## config.mk

```make
export PLATFORM = sky130hd
export DESIGN_NAME = in_decode_flat
export DESIGN_NICKNAME = d
export VERILOG_FILES = /design/src/rtl/in_decode_if.sv /design/src/rtl/in_decode.sv /design/src/flat_wrapper.sv
export SDC_FILE = /design/constraint.sdc
export NUM_CORES = 2
export LEC_CHECK = 0
export ABC_AREA = 0
export BUFFER_PORTS_ARGS = -buffer_cell sky130_fd_sc_hd__clkbuf_2
export CAP_MARGIN = 30
export CORE_ASPECT_RATIO = 1.4
export CORE_MARGIN = 2
export CORE_UTILIZATION = 33
export DETAILED_ROUTE_END_ITERATION = 6
export HOLD_SLACK_MARGIN = 0.08
export PLACE_DENSITY = 0.51
export SYNTH_ARGS = -nofsm -noshare
export SYNTH_HDL_FRONTEND = slang
export SYNTH_SLANG_ARGS = --single-unit
```

## constraint.sdc

```tcl
create_clock -name clk -period 3.6 [get_ports clk]
set_input_delay 0.54 -clock clk [delete_from_list [all_inputs] [get_ports clk]]
set_output_delay 0.54 -clock clk [all_outputs]
set_load 0.02 [all_outputs]
```

## src/rtl/in_decode_if.sv

```systemverilog
`default_nettype none
//==============================================================================
// Module   : in_decode_if
// Brief    : Fetch-side inputs, writeback port and ID/EX outputs of the decode stage.
// Revision : 1.0
//==============================================================================
interface in_decode_if #(
   parameter int XLEN = 32
) ();
   // fetch / control inputs
   logic [31:0]     instruction_in;
   logic [XLEN-1:0] PC_in;
   logic            flush;
   // writeback port
   logic            RegWrite_wb;
   logic [4:0]      rd_wb;
   logic [XLEN-1:0] wdata_wb;
   // stall back to fetch
   logic            PCWrite;
   logic            IF_ID_Write;
   // ID/EX register
   logic [XLEN-1:0] PC_out;
   logic [XLEN-1:0] rs1_data_out;
   logic [XLEN-1:0] rs2_data_out;
   logic [XLEN-1:0] imm_out;
   logic [4:0]      rs1_out;
   logic [4:0]      rs2_out;
   logic [4:0]      rd_out;
   logic [2:0]      funct3_out;
   logic            funct7b5_out;
   logic            ALUSrc;
   logic            Branch;
   logic            Jump;
   logic            MemRead;
   logic            MemWrite;
   logic            MemtoReg;
   logic            RegWrite;
   logic [1:0]      ALUOp;
   logic            illegal_out;

   modport slave (
      input  instruction_in, PC_in, flush, RegWrite_wb, rd_wb, wdata_wb,
      output PCWrite, IF_ID_Write, PC_out, rs1_data_out, rs2_data_out, imm_out,
             rs1_out, rs2_out, rd_out, funct3_out, funct7b5_out, ALUSrc, Branch,
             Jump, MemRead, MemWrite, MemtoReg, RegWrite, ALUOp, illegal_out
   );

   modport master (
      output instruction_in, PC_in, flush, RegWrite_wb, rd_wb, wdata_wb,
      input  PCWrite, IF_ID_Write, PC_out, rs1_data_out, rs2_data_out, imm_out,
             rs1_out, rs2_out, rd_out, funct3_out, funct7b5_out, ALUSrc, Branch,
             Jump, MemRead, MemWrite, MemtoReg, RegWrite, ALUOp, illegal_out
   );
endinterface
`default_nettype wire

```

## src/rtl/in_decode.sv

```systemverilog
`default_nettype none
//==============================================================================
// Module   : in_decode
// Brief    : RV32I decode stage: register file, immediate generator, control
//            decoder, load-use hazard detector and ID/EX pipeline register.
//            Optional macro ID_RF_BYPASS_EN enables write-before-read forwarding.
// Revision : 1.0
//==============================================================================
module in_decode #(
   parameter int XLEN = 32,
   parameter int NREG = 32
) (
   input wire         clk,
   input wire         reset,
   in_decode_if.slave bus
);

   localparam logic [6:0] c_OP_R      = 7'b0110011;
   localparam logic [6:0] c_OP_IMM    = 7'b0010011;
   localparam logic [6:0] c_OP_LOAD   = 7'b0000011;
   localparam logic [6:0] c_OP_STORE  = 7'b0100011;
   localparam logic [6:0] c_OP_BRANCH = 7'b1100011;
   localparam logic [6:0] c_OP_JAL    = 7'b1101111;
   localparam logic [6:0] c_OP_JALR   = 7'b1100111;
   localparam logic [6:0] c_OP_LUI    = 7'b0110111;
   localparam logic [6:0] c_OP_AUIPC  = 7'b0010111;

   localparam logic [1:0] c_ALU_ADD   = 2'b00;
   localparam logic [1:0] c_ALU_BR    = 2'b01;
   localparam logic [1:0] c_ALU_R     = 2'b10;
   localparam logic [1:0] c_ALU_I     = 2'b11;

   localparam logic [2:0] c_IMM_NONE  = 3'd0;
   localparam logic [2:0] c_IMM_I     = 3'd1;
   localparam logic [2:0] c_IMM_S     = 3'd2;
   localparam logic [2:0] c_IMM_B     = 3'd3;
   localparam logic [2:0] c_IMM_J     = 3'd4;
   localparam logic [2:0] c_IMM_U     = 3'd5;

   logic [31:0]     w_instr;
   logic [6:0]      w_opcode;
   logic [4:0]      w_rs1;
   logic [4:0]      w_rs2;
   logic [4:0]      w_rd;

   logic            w_alusrc;
   logic            w_branch;
   logic            w_jump;
   logic            w_memread;
   logic            w_memwrite;
   logic            w_memtoreg;
   logic            w_regwrite;
   logic [1:0]      w_aluop;
   logic            w_illegal;
   logic [2:0]      w_imm_sel;
   logic [XLEN-1:0] w_imm;

   logic [XLEN-1:0] r_regs [NREG];
   logic            w_wb_en;
   logic            w_fwd_rs1;
   logic            w_fwd_rs2;
   logic [XLEN-1:0] w_rs1_data;
   logic [XLEN-1:0] w_rs2_data;

   logic            w_load_use;
   logic            w_bubble;

   assign w_instr  = bus.instruction_in;
   assign w_opcode = w_instr[6:0];
   assign w_rs1    = w_instr[19:15];
   assign w_rs2    = w_instr[24:20];
   assign w_rd     = w_instr[11:7];

   //---------------------------------------------------------------------------
   // Main control decoder
   //---------------------------------------------------------------------------
   always_comb begin
      w_alusrc   = 1'b0;
      w_branch   = 1'b0;
      w_jump     = 1'b0;
      w_memread  = 1'b0;
      w_memwrite = 1'b0;
      w_memtoreg = 1'b0;
      w_regwrite = 1'b0;
      w_aluop    = c_ALU_ADD;
      w_illegal  = 1'b0;
      w_imm_sel  = c_IMM_NONE;
      case (w_opcode)
         c_OP_R: begin
            w_regwrite = 1'b1;
            w_aluop    = c_ALU_R;
         end
         c_OP_IMM: begin
            w_regwrite = 1'b1;
            w_alusrc   = 1'b1;
            w_aluop    = c_ALU_I;
            w_imm_sel  = c_IMM_I;
         end
         c_OP_LOAD: begin
            w_memread  = 1'b1;
            w_memtoreg = 1'b1;
            w_regwrite = 1'b1;
            w_alusrc   = 1'b1;
            w_imm_sel  = c_IMM_I;
         end
         c_OP_STORE: begin
            w_memwrite = 1'b1;
            w_alusrc   = 1'b1;
            w_imm_sel  = c_IMM_S;
         end
         c_OP_BRANCH: begin
            w_branch   = 1'b1;
            w_aluop    = c_ALU_BR;
            w_imm_sel  = c_IMM_B;
         end
         c_OP_JAL: begin
            w_jump     = 1'b1;
            w_regwrite = 1'b1;
            w_imm_sel  = c_IMM_J;
         end
         c_OP_JALR: begin
            w_jump     = 1'b1;
            w_regwrite = 1'b1;
            w_alusrc   = 1'b1;
            w_imm_sel  = c_IMM_I;
         end
         c_OP_LUI, c_OP_AUIPC: begin
            w_regwrite = 1'b1;
            w_alusrc   = 1'b1;
            w_imm_sel  = c_IMM_U;
         end
         // the all-zero word is fetch's reset filler, a bubble but not illegal
         default: w_illegal = |w_instr;
      endcase
   end

   //---------------------------------------------------------------------------
   // Immediate generator (sign taken from instruction bit 31)
   //---------------------------------------------------------------------------
   always_comb begin
      w_imm = '0;
      case (w_imm_sel)
         c_IMM_I: w_imm = {{20{w_instr[31]}}, w_instr[31:20]};
         c_IMM_S: w_imm = {{20{w_instr[31]}}, w_instr[31:25], w_instr[11:7]};
         c_IMM_B: w_imm = {{19{w_instr[31]}}, w_instr[31], w_instr[7],
                           w_instr[30:25], w_instr[11:8], 1'b0};
         c_IMM_J: w_imm = {{11{w_instr[31]}}, w_instr[31], w_instr[19:12],
                           w_instr[20], w_instr[30:21], 1'b0};
         c_IMM_U: w_imm = {w_instr[31:12], 12'h000};
         default: w_imm = '0;
      endcase
   end

   //---------------------------------------------------------------------------
   // Register file: x0 is never written and always reads zero
   //---------------------------------------------------------------------------
   assign w_wb_en = bus.RegWrite_wb && (bus.rd_wb != 5'd0);

   always_ff @(posedge clk or negedge reset) begin
      if (!reset) begin
         for (int i = 0; i < NREG; i++) begin
            r_regs[i] <= '0;
         end
      end else if (w_wb_en) begin
         r_regs[bus.rd_wb] <= bus.wdata_wb;
      end
   end

`ifdef ID_RF_BYPASS_EN
   assign w_fwd_rs1 = w_wb_en && (bus.rd_wb == w_rs1);
   assign w_fwd_rs2 = w_wb_en && (bus.rd_wb == w_rs2);
`else
   assign w_fwd_rs1 = 1'b0;
   assign w_fwd_rs2 = 1'b0;
`endif

   always_comb begin
      w_rs1_data = r_regs[w_rs1];
      if (w_rs1 == 5'd0) begin
         w_rs1_data = '0;
      end else if (w_fwd_rs1) begin
         w_rs1_data = bus.wdata_wb;
      end
   end

   always_comb begin
      w_rs2_data = r_regs[w_rs2];
      if (w_rs2 == 5'd0) begin
         w_rs2_data = '0;
      end else if (w_fwd_rs2) begin
         w_rs2_data = bus.wdata_wb;
      end
   end

   //---------------------------------------------------------------------------
   // Load-use hazard: a redirect overrides the stall so the new path proceeds
   //---------------------------------------------------------------------------
   assign w_load_use = bus.MemRead && (bus.rd_out != 5'd0) &&
                       ((bus.rd_out == w_rs1) || (bus.rd_out == w_rs2)) &&
                       !bus.flush;
   assign w_bubble   = bus.flush || w_load_use;

   assign bus.PCWrite     = !w_load_use;
   assign bus.IF_ID_Write = !w_load_use;

   //---------------------------------------------------------------------------
   // ID/EX pipeline register
   //---------------------------------------------------------------------------
   always_ff @(posedge clk or negedge reset) begin
      if (!reset) begin
         bus.PC_out       <= '0;
         bus.rs1_data_out <= '0;
         bus.rs2_data_out <= '0;
         bus.imm_out      <= '0;
         bus.rs1_out      <= '0;
         bus.rs2_out      <= '0;
         bus.rd_out       <= '0;
         bus.funct3_out   <= '0;
         bus.funct7b5_out <= 1'b0;
      end else begin
         bus.PC_out       <= bus.PC_in;
         bus.rs1_data_out <= w_rs1_data;
         bus.rs2_data_out <= w_rs2_data;
         bus.imm_out      <= w_imm;
         bus.rs1_out      <= w_rs1;
         bus.rs2_out      <= w_rs2;
         bus.rd_out       <= w_rd;
         bus.funct3_out   <= w_instr[14:12];
         bus.funct7b5_out <= w_instr[30];
      end
   end

   always_ff @(posedge clk or negedge reset) begin
      if (!reset) begin
         bus.ALUSrc      <= 1'b0;
         bus.Branch      <= 1'b0;
         bus.Jump        <= 1'b0;
         bus.MemRead     <= 1'b0;
         bus.MemWrite    <= 1'b0;
         bus.MemtoReg    <= 1'b0;
         bus.RegWrite    <= 1'b0;
         bus.ALUOp       <= c_ALU_ADD;
         bus.illegal_out <= 1'b0;
      end else if (w_bubble) begin
         bus.ALUSrc      <= 1'b0;
         bus.Branch      <= 1'b0;
         bus.Jump        <= 1'b0;
         bus.MemRead     <= 1'b0;
         bus.MemWrite    <= 1'b0;
         bus.MemtoReg    <= 1'b0;
         bus.RegWrite    <= 1'b0;
         bus.ALUOp       <= c_ALU_ADD;
         bus.illegal_out <= 1'b0;
      end else begin
         bus.ALUSrc      <= w_alusrc;
         bus.Branch      <= w_branch;
         bus.Jump        <= w_jump;
         bus.MemRead     <= w_memread;
         bus.MemWrite    <= w_memwrite;
         bus.MemtoReg    <= w_memtoreg;
         bus.RegWrite    <= w_regwrite;
         bus.ALUOp       <= w_aluop;
         bus.illegal_out <= w_illegal;
      end
   end

endmodule
`default_nettype wire

```

## src/flat_wrapper.sv

```systemverilog
// flat-port wrapper written by rule: the top's interface ports become plain ports
module in_decode_flat 
#(
   parameter int XLEN = 32,
   parameter int NREG = 32
)
  (clk, reset, bus_instruction_in, bus_PC_in, bus_flush, bus_RegWrite_wb, bus_rd_wb, bus_wdata_wb, bus_PCWrite, bus_IF_ID_Write, bus_PC_out, bus_rs1_data_out, bus_rs2_data_out, bus_imm_out, bus_rs1_out, bus_rs2_out, bus_rd_out, bus_funct3_out, bus_funct7b5_out, bus_ALUSrc, bus_Branch, bus_Jump, bus_MemRead, bus_MemWrite, bus_MemtoReg, bus_RegWrite, bus_ALUOp, bus_illegal_out);
  in_decode_if #(.XLEN(XLEN)) bus_i ();
  input wire clk;
  input wire reset;
  input wire logic [$bits(bus_i.instruction_in)-1:0] bus_instruction_in;
  input wire logic [$bits(bus_i.PC_in)-1:0] bus_PC_in;
  input wire logic [$bits(bus_i.flush)-1:0] bus_flush;
  input wire logic [$bits(bus_i.RegWrite_wb)-1:0] bus_RegWrite_wb;
  input wire logic [$bits(bus_i.rd_wb)-1:0] bus_rd_wb;
  input wire logic [$bits(bus_i.wdata_wb)-1:0] bus_wdata_wb;
  output wire logic [$bits(bus_i.PCWrite)-1:0] bus_PCWrite;
  output wire logic [$bits(bus_i.IF_ID_Write)-1:0] bus_IF_ID_Write;
  output wire logic [$bits(bus_i.PC_out)-1:0] bus_PC_out;
  output wire logic [$bits(bus_i.rs1_data_out)-1:0] bus_rs1_data_out;
  output wire logic [$bits(bus_i.rs2_data_out)-1:0] bus_rs2_data_out;
  output wire logic [$bits(bus_i.imm_out)-1:0] bus_imm_out;
  output wire logic [$bits(bus_i.rs1_out)-1:0] bus_rs1_out;
  output wire logic [$bits(bus_i.rs2_out)-1:0] bus_rs2_out;
  output wire logic [$bits(bus_i.rd_out)-1:0] bus_rd_out;
  output wire logic [$bits(bus_i.funct3_out)-1:0] bus_funct3_out;
  output wire logic [$bits(bus_i.funct7b5_out)-1:0] bus_funct7b5_out;
  output wire logic [$bits(bus_i.ALUSrc)-1:0] bus_ALUSrc;
  output wire logic [$bits(bus_i.Branch)-1:0] bus_Branch;
  output wire logic [$bits(bus_i.Jump)-1:0] bus_Jump;
  output wire logic [$bits(bus_i.MemRead)-1:0] bus_MemRead;
  output wire logic [$bits(bus_i.MemWrite)-1:0] bus_MemWrite;
  output wire logic [$bits(bus_i.MemtoReg)-1:0] bus_MemtoReg;
  output wire logic [$bits(bus_i.RegWrite)-1:0] bus_RegWrite;
  output wire logic [$bits(bus_i.ALUOp)-1:0] bus_ALUOp;
  output wire logic [$bits(bus_i.illegal_out)-1:0] bus_illegal_out;
  assign bus_i.instruction_in = bus_instruction_in;
  assign bus_i.PC_in = bus_PC_in;
  assign bus_i.flush = bus_flush;
  assign bus_i.RegWrite_wb = bus_RegWrite_wb;
  assign bus_i.rd_wb = bus_rd_wb;
  assign bus_i.wdata_wb = bus_wdata_wb;
  assign bus_PCWrite = bus_i.PCWrite;
  assign bus_IF_ID_Write = bus_i.IF_ID_Write;
  assign bus_PC_out = bus_i.PC_out;
  assign bus_rs1_data_out = bus_i.rs1_data_out;
  assign bus_rs2_data_out = bus_i.rs2_data_out;
  assign bus_imm_out = bus_i.imm_out;
  assign bus_rs1_out = bus_i.rs1_out;
  assign bus_rs2_out = bus_i.rs2_out;
  assign bus_rd_out = bus_i.rd_out;
  assign bus_funct3_out = bus_i.funct3_out;
  assign bus_funct7b5_out = bus_i.funct7b5_out;
  assign bus_ALUSrc = bus_i.ALUSrc;
  assign bus_Branch = bus_i.Branch;
  assign bus_Jump = bus_i.Jump;
  assign bus_MemRead = bus_i.MemRead;
  assign bus_MemWrite = bus_i.MemWrite;
  assign bus_MemtoReg = bus_i.MemtoReg;
  assign bus_RegWrite = bus_i.RegWrite;
  assign bus_ALUOp = bus_i.ALUOp;
  assign bus_illegal_out = bus_i.illegal_out;
  in_decode #(.XLEN(XLEN), .NREG(NREG)) u_core (.clk(clk), .reset(reset), .bus(bus_i));
endmodule
```

# Word level (Yosys, flattened, before mapping)
# Index checks and enable logic that the tools add are counted.
# W data, S select, Z words.
[totals] register_bits=1180 latchBits=0 mem_bits_rw=0 mem_bits_ro=0 output_inout_bits=159 elab_cells=121 memories=0
[classes] add_sub_neg=0 multipliers=0 n_div=0 order_cmp=4 eq_ne=16 n_shift=0 n_mux=29 bitwise_logic=3 reduce_logical=20
[ops] cell="$bwmux W1024" n=1
[ops] cell="$bmux W32 S5" n=2
[ops] cell="$mux W32" n=7
[ops] cell="$demux W32 S5" n=1
[ops] cell="$pmux W32 S5" n=1
[ops] cell="$reduce_or A32 Y1" n=1
[ops] cell="$eq A7 B6 Y1 const B" n=3
[ops] cell="$eq A7 B7 Y1 const B" n=3
[ops] cell="$ge A6 B6 Y1 const B" n=3
[ops] cell="$not A5 Y6" n=3
[ops] cell="$pmux W3 S5" n=1
[ops] cell="$eq A7 B5 Y1 const B" n=2
[ops] cell="$mux W1" n=14
[ops] cell="$eq A5 B5 Y1" n=2
[ops] cell="$logic_not A5 Y1" n=2
[ops] cell="$reduce_bool A5 Y1" n=2
[ops] cell="$reduce_or A9 Y1" n=1
[ops] cell="$eq A7 B2 Y1 const B" n=1
[ops] cell="$reduce_or A7 Y1" n=1
[ops] cell="$eq A3 B2 Y1 const B" n=2
[ops] cell="$eq A3 B3 Y1 const B" n=2
[ops] cell="$lt A6 B1 Y1 const B" n=1
[ops] cell="$pmux W2 S3" n=1
[ops] cell="$reduce_or A6 Y1" n=1
[ops] cell="7 further kinds" n=14

# Logic depth before layout (Yosys ltp)
[logic_depth] word_depth=6 depth_mapped=9

# Worst setup path after synthesis
# Ideal clock, no wire load.
[synth_timing] path_type="input to output" start="input bus_instruction_in[20]" end="output bus_PCWrite" arrival_time_ns=1.973 required_ns=3.060 slack_ns=1.087 cell_stages=8 n_path_buf=4 path_cell_list="buf_6 buf_4 buf_4 xnor2_1 nand2_1 o22ai_2 nand3b_1 buf_4"
[synth_via] elab_chain_cells=5
[synth_lines] item="from (decl)" line="flat_wrapper.sv:11" rtl="input wire logic [$bits(bus_i.instruction_in)-1:0] bus_instruction_in;"
[synth_lines] item="$eq A5 B5 Y1" line="in_decode.sv:199" rtl="((bus.rd_out == w_rs1) || (bus.rd_out == w_rs2)) &&"
[synth_lines] item="$logic_or A1 B1 Y1" line="in_decode.sv:199"
[synth_lines] item="$logic_and A1 B1 Y1" line="in_decode.sv:198" rtl="assign w_load_use = bus.MemRead && (bus.rd_out != 5'd0) &&"
[synth_lines] item="$logic_and A1 B1 Y1" line="in_decode.sv:199"
[synth_lines] item="$logic_not A1 Y1"
[synth_lines] item="to (decl)" line="flat_wrapper.sv:17" rtl="output wire logic [$bits(bus_i.PCWrite)-1:0] bus_PCWrite;"
# Every way passes these cells.

# Worst setup path after layout
[layout_timing] start="input bus_instruction_in[16]" end="output bus_IF_ID_Write"
[layout_via] elab_chain_cells=5
[layout_lines] item="$eq A5 B5 Y1" line="in_decode.sv:199"
[layout_lines] item="$logic_or A1 B1 Y1" line="in_decode.sv:199"
[layout_lines] item="$logic_and A1 B1 Y1" line="in_decode.sv:198"
[layout_lines] item="$logic_and A1 B1 Y1" line="in_decode.sv:199"
[layout_lines] item="$logic_not A1 Y1" line="in_decode.sv:204" rtl="assign bus.IF_ID_Write = !w_load_use;"
[layout_lines] item="to (decl)" line="flat_wrapper.sv:18" rtl="output wire logic [$bits(bus_i.IF_ID_Write)-1:0] bus_IF_ID_Write;"
# Every way passes these cells.

==> out/metrics.yaml <==
synth:
  yosysTopAreaCellShare: 0.494
  synthTopCellsByCount: "1,180 x dfrtp_1, 971 x mux2_2, 442 x mux4_2"
  synth_top_flop_cell: "dfrtp_1"
  syn_avg_cell_area_um2: 15.1
  yosysTopAreaCell: "dfrtp_1"
  ys_ff_latch: 1180
  synth_warnings: 0
  synth_area_leaders: "dfrtp_1 49%, mux2_2 18%, mux4_2 17%"
  synth_edf_count: 0
  synth-async-reset-ratio: 1.00
  synth.most_common_cell: "dfrtp_1"
  synth_nets: 4060
  yosysUniqueCellTypes: 66
  seq_area_frac_synth: 0.494
  synth_area_um2: 59700
  syn_inst: 3955
final_layout:
  nets: 4273
  nFillCells: 16735
  fin_area_um2: 69700
  area_growth_pct: 16.7
  drive_gt1_frac: 0.500
  regArea_um2: 29500
  multi_input_area_um2: 28500
worst_setup_path:
  critPathCaptureType: "primary output"
  criticalPathCategory: "in -> out"
  required_ns: 3.06
  max_stage_delay_ns: 0.56
  critPathMaxFanout: 50
  slowest_stage: "dlygate4sd3_1"
  crit_chain: "dlygate4sd3_1 > buf_8 > xnor2_1 > nand3_1 > o22ai_2 > nand3b_1 > clkbuf_2"
  crit_arrival_ns: 2.63
  startpoint_type: "input pin"
sta:
  finalClockSkew_ns: 0.0327
  finalSetupViolCount: 0
  fmax_ghz: 0.315
  hold_viol_final: 0
  finalCritPeriodShare: 0.881
  drv_slew: 0
  rsz0062_at_grt: "false"
  maxSlewHeadroom: 0.363
  worst_pin_slew_ns: 0.952
  setup_tns_ns: 0
  period_needed_ns: 3.17
floorplan:
  fp.coreArea_um2: 180000
  io_pins: 264
  start_util: 0.332
  die_h_um: 507
  die_w_um: 364
  die_area_um2: 184000
  rows: 184
detailed_routing:
  dr.pass1.iters: 7
  detail-route-antenna-nets: 0
  totalWireLength_um: 206000
  remaining_drc_errors: 0
  vias: 37851
  drt_iter0_drc: 2829
  wl_per_cell_um: 30.8
  vias_per_cell: 5.66
clock_network:
  cts_sinks: 1180
  cts_tree: "yes"
  cts.path.max_buffers: 3
  cts_root_buffer: "clkbuf_16"
  clk_latency_ns: 0.80
  clk_pin_slew_ns: 0.06
  htree_levels: 4
  cts_buffers: 133
  cts_resized: 0
job:
  max-cap-violations: 0
worst_hold_path:
  hold_class: "in -> reg"
place:
  dpl_cell_area_um2: 64600
  gp_congestion: 0.812
  io_buffers: 263
  place_hpwl_um: 127000
power:
  power.internal_mw: 28.5
  power.leakage_nw: 30.7
  switching_share: 0.280
  power_frac_comb: 0.191
  power_frac_seq: 0.443
  peakVddDrop_mv: 0.533
  p_clk_frac: 0.366
  p_per_area_nw_per_um2: 568
  power_switching_mw: 11.1
grt:
  first_global_vias: 40093
  grt_max_degree: 116
  antenna_found_initial: 13
  grt_usage: 0.225
  overflow: 0
  grt_pass1_wl_um: 300000
status:
  status: "completed"
-- flip-flops by register name, indices dropped and copies added (netlist names) --
signal                   count
u_core.bus.MemWrite          1
u_core.r_regs             1024
u_core.bus.rd_out            5
u_core.bus.MemRead           1
u_core.bus.Branch            1
u_core.bus.funct3_out        3
u_core.bus.rs2_out           5
u_core.bus.RegWrite          1
u_core.bus.illegal_out       1
u_core.bus.ALUOp             2
u_core.bus.funct7b5_out      1
u_core.bus.ALUSrc            1
u_core.bus.rs1_data_out     32
u_core.bus.rs1_out           5
u_core.bus.Jump              1
u_core.bus.imm_out          32
u_core.bus.PC_out           32
u_core.bus.rs2_data_out     32
-- cells in the final DEF, fill, tap and decap left out, types with 6 or more instances in the layout --
master         instances
nand3b_1               6
clkbuf_2             256
a22oi_1               45
o22a_1                25
o32a_1                23
xnor2_1               10
clkbuf_1              18
bufinv_16             13
mux2i_1              311
o221ai_1              48
o22ai_1                6
nor2b_1               34
mux2_1                31
dfrtp_1             1180
nor3b_1                7
a2111oi_0              8
mux4_2               442
a22o_1                 8
nor2_4                16
inv_6                  8
clkinv_2              21
clkinvlp_4             7
nor3_1                 7
and2_1                15
clkbuf_8              30
a21o_1                19
buf_12                56
a221oi_1              12
o2111ai_1              9
dlygate4sd3_1         53
nor2_1                15
a211oi_1               7
o21ai_0               12
nand2_1               35
nand3_1               22
a21oi_1              123
mux2_2               971
nand2_4               15
clkbuf_16            137
buf_4                132
-- per-stage QoR --
| step | util | total power [mW] | hold WS, ns | cells | setup slack (ns) |
|---|---|---|---|---|---|
| finish | 0.388 | 39.6 | 0.108 | 6692 | 0.429 |
| global route | 0.388 | 41.3 | 0.100 | 6691 | 0.335 |
| CTS | 0.388 | 40.0 | 0.0801 | 6690 | 0.466 |
| detailed placement | 0.359 | 25.3 | 0.363 | 6398 | 0.668 |
| global placement | 0.359 | 25.1 | 0.362 | 6394 | 0.653 |
| floorplan | - | 22.6 | 0.244 | 3955 | 1.09 |
-- logic make-up after synthesis --
| group | synth area share |
|---|---|
| mux | 0.408 |
| flops | 0.494 |
| compound gates | 0.0439 |
| simple gates | 0.0194 |
| buf+inv | 0.0332 |
| xor+xnor | 0.00147 |
-- worst paths after layout --
| check | start | depth (start not counted) | endpoint | slack [ns] |
|---|---|---|---|---|
| setup / recovery | bus_instruction_in[16] | 7 | bus_IF_ID_Write | 0.43 |
| hold reg to reg | u_core.r_regs[1003] | 0 | u_core.r_regs[1003] | 0.38 |
| max in group asynchronous | reset | 4 | u_core.bus.rs1_data_out[7] | 2.10 |
| hold / removal | bus_instruction_in[21] | 1 | u_core.bus.rs2_out[1] | 0.11 |
| min in group asynchronous | reset | 2 | u_core.bus.PC_out[15] | 0.31 |
| setup reg to reg | u_core.bus.rd_out[0] | 3 | u_core.bus.MemWrite | 1.55 |
-- final cells by class --
| class | count | share of cell area |
|---|---|---|
| Clock buffer | 184 | 0.0559 |
| Timing Repair Buffer | 505 | 0.0585 |
| Inverter | 3 | 0.000197 |
| Antenna cell | 2 | 0.0000718 |
| Clock inverter | 55 | 0.0100 |
| Sequential cell | 1180 | 0.424 |
| Tap cell | 2418 | 0.0434 |
| Multi-Input combinational cell | 2345 | 0.408 |
-- power by group through the flow --
stage	Sequential (mW)	Combinational [mW]	Clock (mW)
after detailed placement	17.7	7.57	0
after global routing	17.8	8.13	15.3
final	17.5	7.55	14.5
after global placement	17.7	7.45	0
after floorplan	17.2	5.36	0
after CTS	17.5	7.64	14.9
-- routing by layer --
layer	GRT usage	vias up	routed length [um]
li1	-	15607	-
met2	0.376	1095	102000
met1	0.298	20797	87900
met5	0	-	102
met4	0.0711	16	6290
met3	0.0377	336	9890
-- critical path: cells and delay by family --
family	cells	cell delay [ns]
AO/OA/AOI/OAI	1	0.36
XOR/XNOR	1	0.18
buffers and inverters	3	1.19
AND/OR/NAND/NOR	2	0.28
-- repair_timing --
item	4_1_cts	5_1_grt
endpoints found under the hold margin	134	0
setup buffers	0	0
hold buffers	53	0
setup endpoints to repair	0	0
Power figures use the tool's default switching activity.
